$ cat src/rtl/lcd_seq_ctrl.sv
// HD44780 write sequencer: power-up wait, 4-command init, then one address+2/4-char frame per refresh.
// Latency: a refresh seen in IDLE enters SETUP the next cycle; otherwise it is held pending (1-deep) until IDLE.
module lcd_seq_ctrl #(
    parameter int T_PWR = 750000,
    parameter int T_EH  = 12,
    parameter int T_CMD = 2000,
    parameter int T_CLR = 82000,
    parameter int CW    = 20
) (
    input  logic       clk,
    input  logic       rst,
    input  logic       refresh,
    input  logic [1:0] state,
    input  logic [2:0] statelocal,
    output logic [1:0] state_o,
    output logic [2:0] statelocal_o,
    output logic [1:0] init_sel,
    output logic       data_sel,
    output logic       DB_sel,
    output logic [1:0] index,
    output logic       LCD_E,
    output logic       LCD_RS,
    output logic       LCD_RW,
    output logic       ready
);

    typedef enum logic [2:0] {S_PWR, S_INIT, S_IDLE, S_ADDR, S_CHAR} seq_state_t;
    typedef enum logic [1:0] {P_SETUP, P_EHI, P_WAIT} phase_t;

    seq_state_t     st_q, st_d;
    phase_t         ph_q, ph_d;
    logic [CW-1:0]  tmr_q, tmr_d;
    logic           pend_q, pend_d;
    logic [1:0]     state_q, state_d;
    logic [2:0]     sl_q, sl_d;
    logic [1:0]     isel_q, isel_d;
    logic           ds_q, ds_d;
    logic           db_q, db_d;
    logic [1:0]     idx_q, idx_d;
    logic           rs_q, rs_d;
    logic [1:0]     last_q, last_d;
    logic           wr_done;

    always_ff @(posedge clk) begin
        if (rst) begin
            st_q    <= S_PWR;
            ph_q    <= P_SETUP;
            tmr_q   <= '0;
            pend_q  <= 1'b0;
            state_q <= '0;
            sl_q    <= '0;
            isel_q  <= '0;
            ds_q    <= 1'b0;
            db_q    <= 1'b0;
            idx_q   <= '0;
            rs_q    <= 1'b0;
            last_q  <= '0;
        end else begin
            st_q    <= st_d;
            ph_q    <= ph_d;
            tmr_q   <= tmr_d;
            pend_q  <= pend_d;
            state_q <= state_d;
            sl_q    <= sl_d;
            isel_q  <= isel_d;
            ds_q    <= ds_d;
            db_q    <= db_d;
            idx_q   <= idx_d;
            rs_q    <= rs_d;
            last_q  <= last_d;
        end
    end

    always_comb begin
        st_d    = st_q;
        ph_d    = ph_q;
        tmr_d   = (tmr_q != '0) ? tmr_q - 1'b1 : '0;
        pend_d  = pend_q | (refresh & (st_q != S_IDLE));
        state_d = state_q;
        sl_d    = sl_q;
        isel_d  = isel_q;
        ds_d    = ds_q;
        db_d    = db_q;
        idx_d   = idx_q;
        rs_d    = rs_q;
        last_d  = last_q;
        wr_done = 1'b0;

        // Shared SETUP/EHI/WAIT write primitive for INIT, ADDR and CHAR
        if (st_q == S_INIT || st_q == S_ADDR || st_q == S_CHAR) begin
            case (ph_q)
                P_SETUP: begin
                    ph_d  = P_EHI;
                    tmr_d = CW'(T_EH);
                end
                P_EHI: begin
                    if (tmr_q == CW'(1)) begin
                        ph_d  = P_WAIT;
                        tmr_d = (!db_q && isel_q == 2'd2) ? CW'(T_CLR) : CW'(T_CMD);
                    end
                end
                P_WAIT:  wr_done = (tmr_q == CW'(1));
                default: ph_d = P_SETUP;
            endcase
        end

        case (st_q)
            S_PWR: begin
                // A cleared timer means the wait has not been armed yet
                if (tmr_q == '0) begin
                    tmr_d = CW'(T_PWR);
                end else if (tmr_q == CW'(1)) begin
                    st_d   = S_INIT;
                    ph_d   = P_SETUP;
                    isel_d = 2'd0;
                    db_d   = 1'b0;
                    ds_d   = 1'b0;
                    rs_d   = 1'b0;
                end
            end
            S_INIT: begin
                if (wr_done) begin
                    if (isel_q == 2'd3) begin
                        st_d = S_IDLE;
                    end else begin
                        isel_d = isel_q + 2'd1;
                        ph_d   = P_SETUP;
                    end
                end
            end
            S_IDLE: begin
                if (refresh || pend_q) begin
                    state_d = state;
                    sl_d    = statelocal;
                    last_d  = (state == 2'd1 && statelocal >= 3'd4) ? 2'd1 : 2'd3;
                    pend_d  = 1'b0;
                    st_d    = S_ADDR;
                    ph_d    = P_SETUP;
                    db_d    = 1'b1;
                    ds_d    = 1'b0;
                    rs_d    = 1'b0;
                end
            end
            S_ADDR: begin
                if (wr_done) begin
                    st_d  = S_CHAR;
                    ph_d  = P_SETUP;
                    ds_d  = 1'b1;
                    rs_d  = 1'b1;
                    idx_d = 2'd0;
                end
            end
            S_CHAR: begin
                if (wr_done) begin
                    if (idx_q == last_q) begin
                        st_d = S_IDLE;
                    end else begin
                        idx_d = idx_q + 2'd1;
                        ph_d  = P_SETUP;
                    end
                end
            end
            default: st_d = S_PWR;
        endcase
    end

    assign state_o      = state_q;
    assign statelocal_o = sl_q;
    assign init_sel     = isel_q;
    assign data_sel     = ds_q;
    assign DB_sel       = db_q;
    assign index        = idx_q;
    assign LCD_RS       = rs_q;
    assign LCD_RW       = 1'b0;
    assign LCD_E        = (ph_q == P_EHI);
    assign ready        = (st_q == S_IDLE) && !pend_q;

endmodule
$ cat config.mk
export PLATFORM = sky130hd
export DESIGN_NAME = lcd_seq_ctrl
export DESIGN_NICKNAME = d
export VERILOG_FILES = /design/src/rtl/lcd_seq_ctrl.sv
export SDC_FILE = /design/constraint.sdc
export NUM_CORES = 1
export LEC_CHECK = 0
export CORE_MARGIN = 4
export CORE_UTILIZATION = 40
export CTS_BUF_LIST = sky130_fd_sc_hd__clkbuf_16
export DETAILED_ROUTE_END_ITERATION = 6
export PLACE_DENSITY = 0.7
export SYNTH_ARGS = -nofsm -noshare
export SYNTH_HDL_FRONTEND = slang
export SYNTH_SLANG_ARGS = --single-unit
export TNS_END_PERCENT = 1
$ cat constraint.sdc
create_clock -name clk -period 2.25 [get_ports clk]
set_input_delay 0.45 -clock clk [delete_from_list [all_inputs] [get_ports clk]]
set_output_delay 0.45 -clock clk [all_outputs]
set_load 0.02 [all_outputs]
==> results.md <==
* Status: finished clean
* Port bufs at 21
* CP Cell Sequence: or4_4, and4bb_2, nand3_1, and2_4, o21ai_2, nor2_1
* Req. time, crit path at 2420 ps
* Filler cells at 452
* Crit Reg-Reg Endpoint: tmr_q[15]
* Yosys cell types at 48
* Total Die Area at 6240 sq um
* Starting Density at 0.421
* Unrepaired setup endpoints after global routing: no
* Seq/Total Area, Yosys at 0.388
* Antenna diode count at 0
* Vias per cell at around 5.3
* Antenna viol nets, final at 0
* Critical path launch point type: register
* Die Ht at between 70 and 80 um
* Slew HR at 0.641
* TritonRoute pass-1 iters at 4
* Hold Path End: tmr_q[0]
* Worst Clk Skew at 4.84 ps
* Util after Layout at 0.522
* Pre-CTS setup slack at roughly 64 ps
* Final HPWL DP at around 3300 um
* Antenna violations before repair at 0
* Non-filler cells, final at 340
* Root cell of the clock tree: clkbuf_16
* FMAX at 468 MHz
* Flop and latch count out of synthesis at 39
* All-layer global routing usage at 0.156
* Syn Area/Cell at 8.32 sq um
* Final wirelength at 4710 um
* Max Cap Violations at 0
* NumNets Final at between 200 and 300
* Vias in the first global route at 1,663
* CP max-delay cell: or4_4
* Syn nets at around 260
* Longest Clk Path Bufs at 2
* Post-route DRC at 0
* Least-Margin Pin Slew at 534 ps
* Yosys warns at 0
* CTS tree: built
* TritonCTS Sinks at 39
* Final hold vios at 0
* CORE AREA at 4790 sq um
* Final Cycle Share at 0.949
* Asr flop ratio synth at 0
* Pwr Density at 1230 nW/um^2
* Hold path start: tmr_q[0]
* Area post-placement at 2340 sq um
* First-pass GRT wire length at slightly below 8000 um
* Final WS setup at 114 ps
* HP Class: register to register
* Worst path arrival time at 2300 ps
* GRT overflow at 0
* Die Width at 79.0 um
* FP Rows at 25
* Critical-path maximum fanout at 6
* Mapped Area at 2010 sq um
* Crit. End Element: register
* DP Cell Count at 331
* Largest net degree at the start of global routing at 16
* Area Growth Syn to Fin at 24.0%
* Cell family with most CP delay: simple AND/OR/NAND/NOR gates
* Via count at 1,789
* Slew Viols, Final at 0
* Leak at 0.948 nW
* Reg2reg path depth at 6
* Dominant synthesized flop cell: dfxtp_1
* R2R Path Start: tmr_q[13]
* Worst-path clk slew at 60 ps
* H-tree levels at 2
* Min-Delay Path Depth at 1
* Cell area after layout at 2500 sq um
* Clk Latency, worst-skew pair at ~280 ps
* Cell count after synthesis at ~240
* Num CTS Buffers at 5
* Io pins at 23
* Setup CP Type: register to register
* Layout cells sized above 1 at 0.0989
* R2R Setup Slk at 110 ps
* Routed wire per std cell at 13.8 um
* Minimum clock period at 2140 ps
* RePlAce Congestion at 0.809
* Slowest stage delay, CP at roughly 550 ps
* Crit path buf inv count at 0
* Peak VDD IR at 0.439 mV
* Setup-failing EPs final at 0
* EDFF count, synth at 0
* DRT iter0 DRCs at 81
* TNS Setup at 0 ps
how the worst max path moves through the flow:
stage / startpoint / endpoint / slack, ps / cells after the start
after global routing: tmr_q[13] / tmr_q[12] / 0.5 / 6
after floorplan: tmr_q[13] / tmr_q[7] / 230 / 7
after detailed placement: tmr_q[13] / tmr_q[13] / 60 / 6
after CTS: tmr_q[13] / tmr_q[13] / 50 / 6
after global placement: tmr_q[13] / tmr_q[13] / 110 / 6
final: tmr_q[13] / tmr_q[15] / 110 / 6
registers in the layout, summed over array words and instances (netlist names):
signal / flops
DB_sel: 1
st_q: 3
index: 2
statelocal_o: 3
ph_q: 2
init_sel: 2
LCD_RS: 1
tmr_q: 20
state_o: 2
last_q: 2
pend_q: 1
layout make-up:
cell class | instances | area (sq um) | area share
multi-input combinational | 190 | 1180 | 0.473
inverter | 3 | 11.3 | 0.00451
tap | 67 | 83.8 | 0.0336
clock inverter | 3 | 15.0 | 0.00601
clock buffer | 5 | 125 | 0.0501
timing repair buffer | 33 | 300 | 0.120
sequential | 39 | 781 | 0.313
per-stage QoR:
step | power, W | hold slack, ps
after floorplan | 0.00205 | 440
after global placement | 0.00235 | 458
after detailed placement | 0.00237 | 462
after CTS | 0.00306 | 475
after global routing | 0.00331 | 511
final | 0.00307 | 475
where the power goes:
group          total [W]  switching (W)  leakage [nW]  internal, W
logic            0.00137       0.000726         0.565     0.000639
clock network   0.000677       0.000275        0.0649     0.000403
registers        0.00103       0.000160         0.318     0.000865
synthesized netlist by cell type, types with 3 or more instances:
| cell type | instances | share of area |
|---|---|---|
| ha_1 | 5 | 0.031 |
| nor3b_1 | 3 | 0.011 |
| nand2b_1 | 3 | 0.0093 |
| nor3_1 | 11 | 0.027 |
| xnor2_1 | 13 | 0.057 |
| clkbuf_1 | 6 | 0.011 |
| a211oi_1 | 3 | 0.011 |
| o211ai_1 | 4 | 0.015 |
| a21oi_1 | 19 | 0.047 |
| nor2_1 | 35 | 0.065 |
| dfxtp_1 | 39 | 0.39 |
| buf_4 | 3 | 0.011 |
| nand2_1 | 15 | 0.028 |
| nor2b_1 | 5 | 0.016 |
| inv_1 | 3 | 0.0056 |
| o21ai_1 | 12 | 0.030 |
| xor2_1 | 7 | 0.030 |
| and3_1 | 4 | 0.012 |
| nand3_1 | 7 | 0.017 |
| mux2i_1 | 6 | 0.030 |
| nand4b_1 | 3 | 0.013 |
cell families (layout without fill, tap and decap cells):
| group | count (synthesis) | in the layout | share of synthesized area |
|---|---|---|---|
| AOI/OAI and AO/OA | 52 | 53 | 0.158 |
| xor gates and xnor gates | 20 | 20 | 0.0870 |
| adders and majority gates | 5 | 5 | 0.0311 |
| buffers and inverters | 14 | 44 | 0.0323 |
| DFF | 39 | 39 | 0.388 |
| muxes | 6 | 6 | 0.0298 |
| other | 1 | 1 | 0.00186 |
| and+or+nand+nor | 105 | 105 | 0.272 |
layer usage:
metal / track usage / up-vias / wire length (um)
li1: - / 912 / -
met1: 0.212 / 829 / 2290
met2: 0.251 / 42 / 2170
met3: 0.0317 / 6 / 179
met4: 0.0412 / 0 / 61
met5: 0 / - / 0
repair_timing:
| item | in CTS | in global routing |
|---|---|---|
| setup endpoints to repair | 0 | 12 |
| setup buffers | 0 | 0 |
| hold buffers | 0 | 0 |
| gates resized for setup | 0 | 3 |
cell usage in the layout, fill, tap and decap left out, types with 2 or more instances in the layout:
cell,synthesis,routed
clkinv_1,0,2
and2_4,1,2
or4_1,2,2
o211ai_1,4,4
nor3b_1,3,3
o21ai_0,2,2
nand3b_1,2,2
mux2i_1,6,6
a31o_1,2,2
a31oi_1,2,2
nand2_1,15,15
nor4_1,2,2
and3_1,4,3
nor2_1,35,35
ha_1,5,5
inv_1,3,3
nor3_1,11,11
dfxtp_1,39,39
buf_4,3,12
a211oi_1,3,3
nand2b_1,3,3
clkbuf_16,0,5
nor2b_1,5,5
xor2_1,7,7
o21ai_1,12,12
a21oi_1,19,19
clkdlybuf4s50_1,0,21
nand4_1,2,2
nand3_1,7,7
xnor2_1,13,13
or2_1,2,2
nand4b_1,3,3
Note: power is estimated with default switching activity, not from simulation.
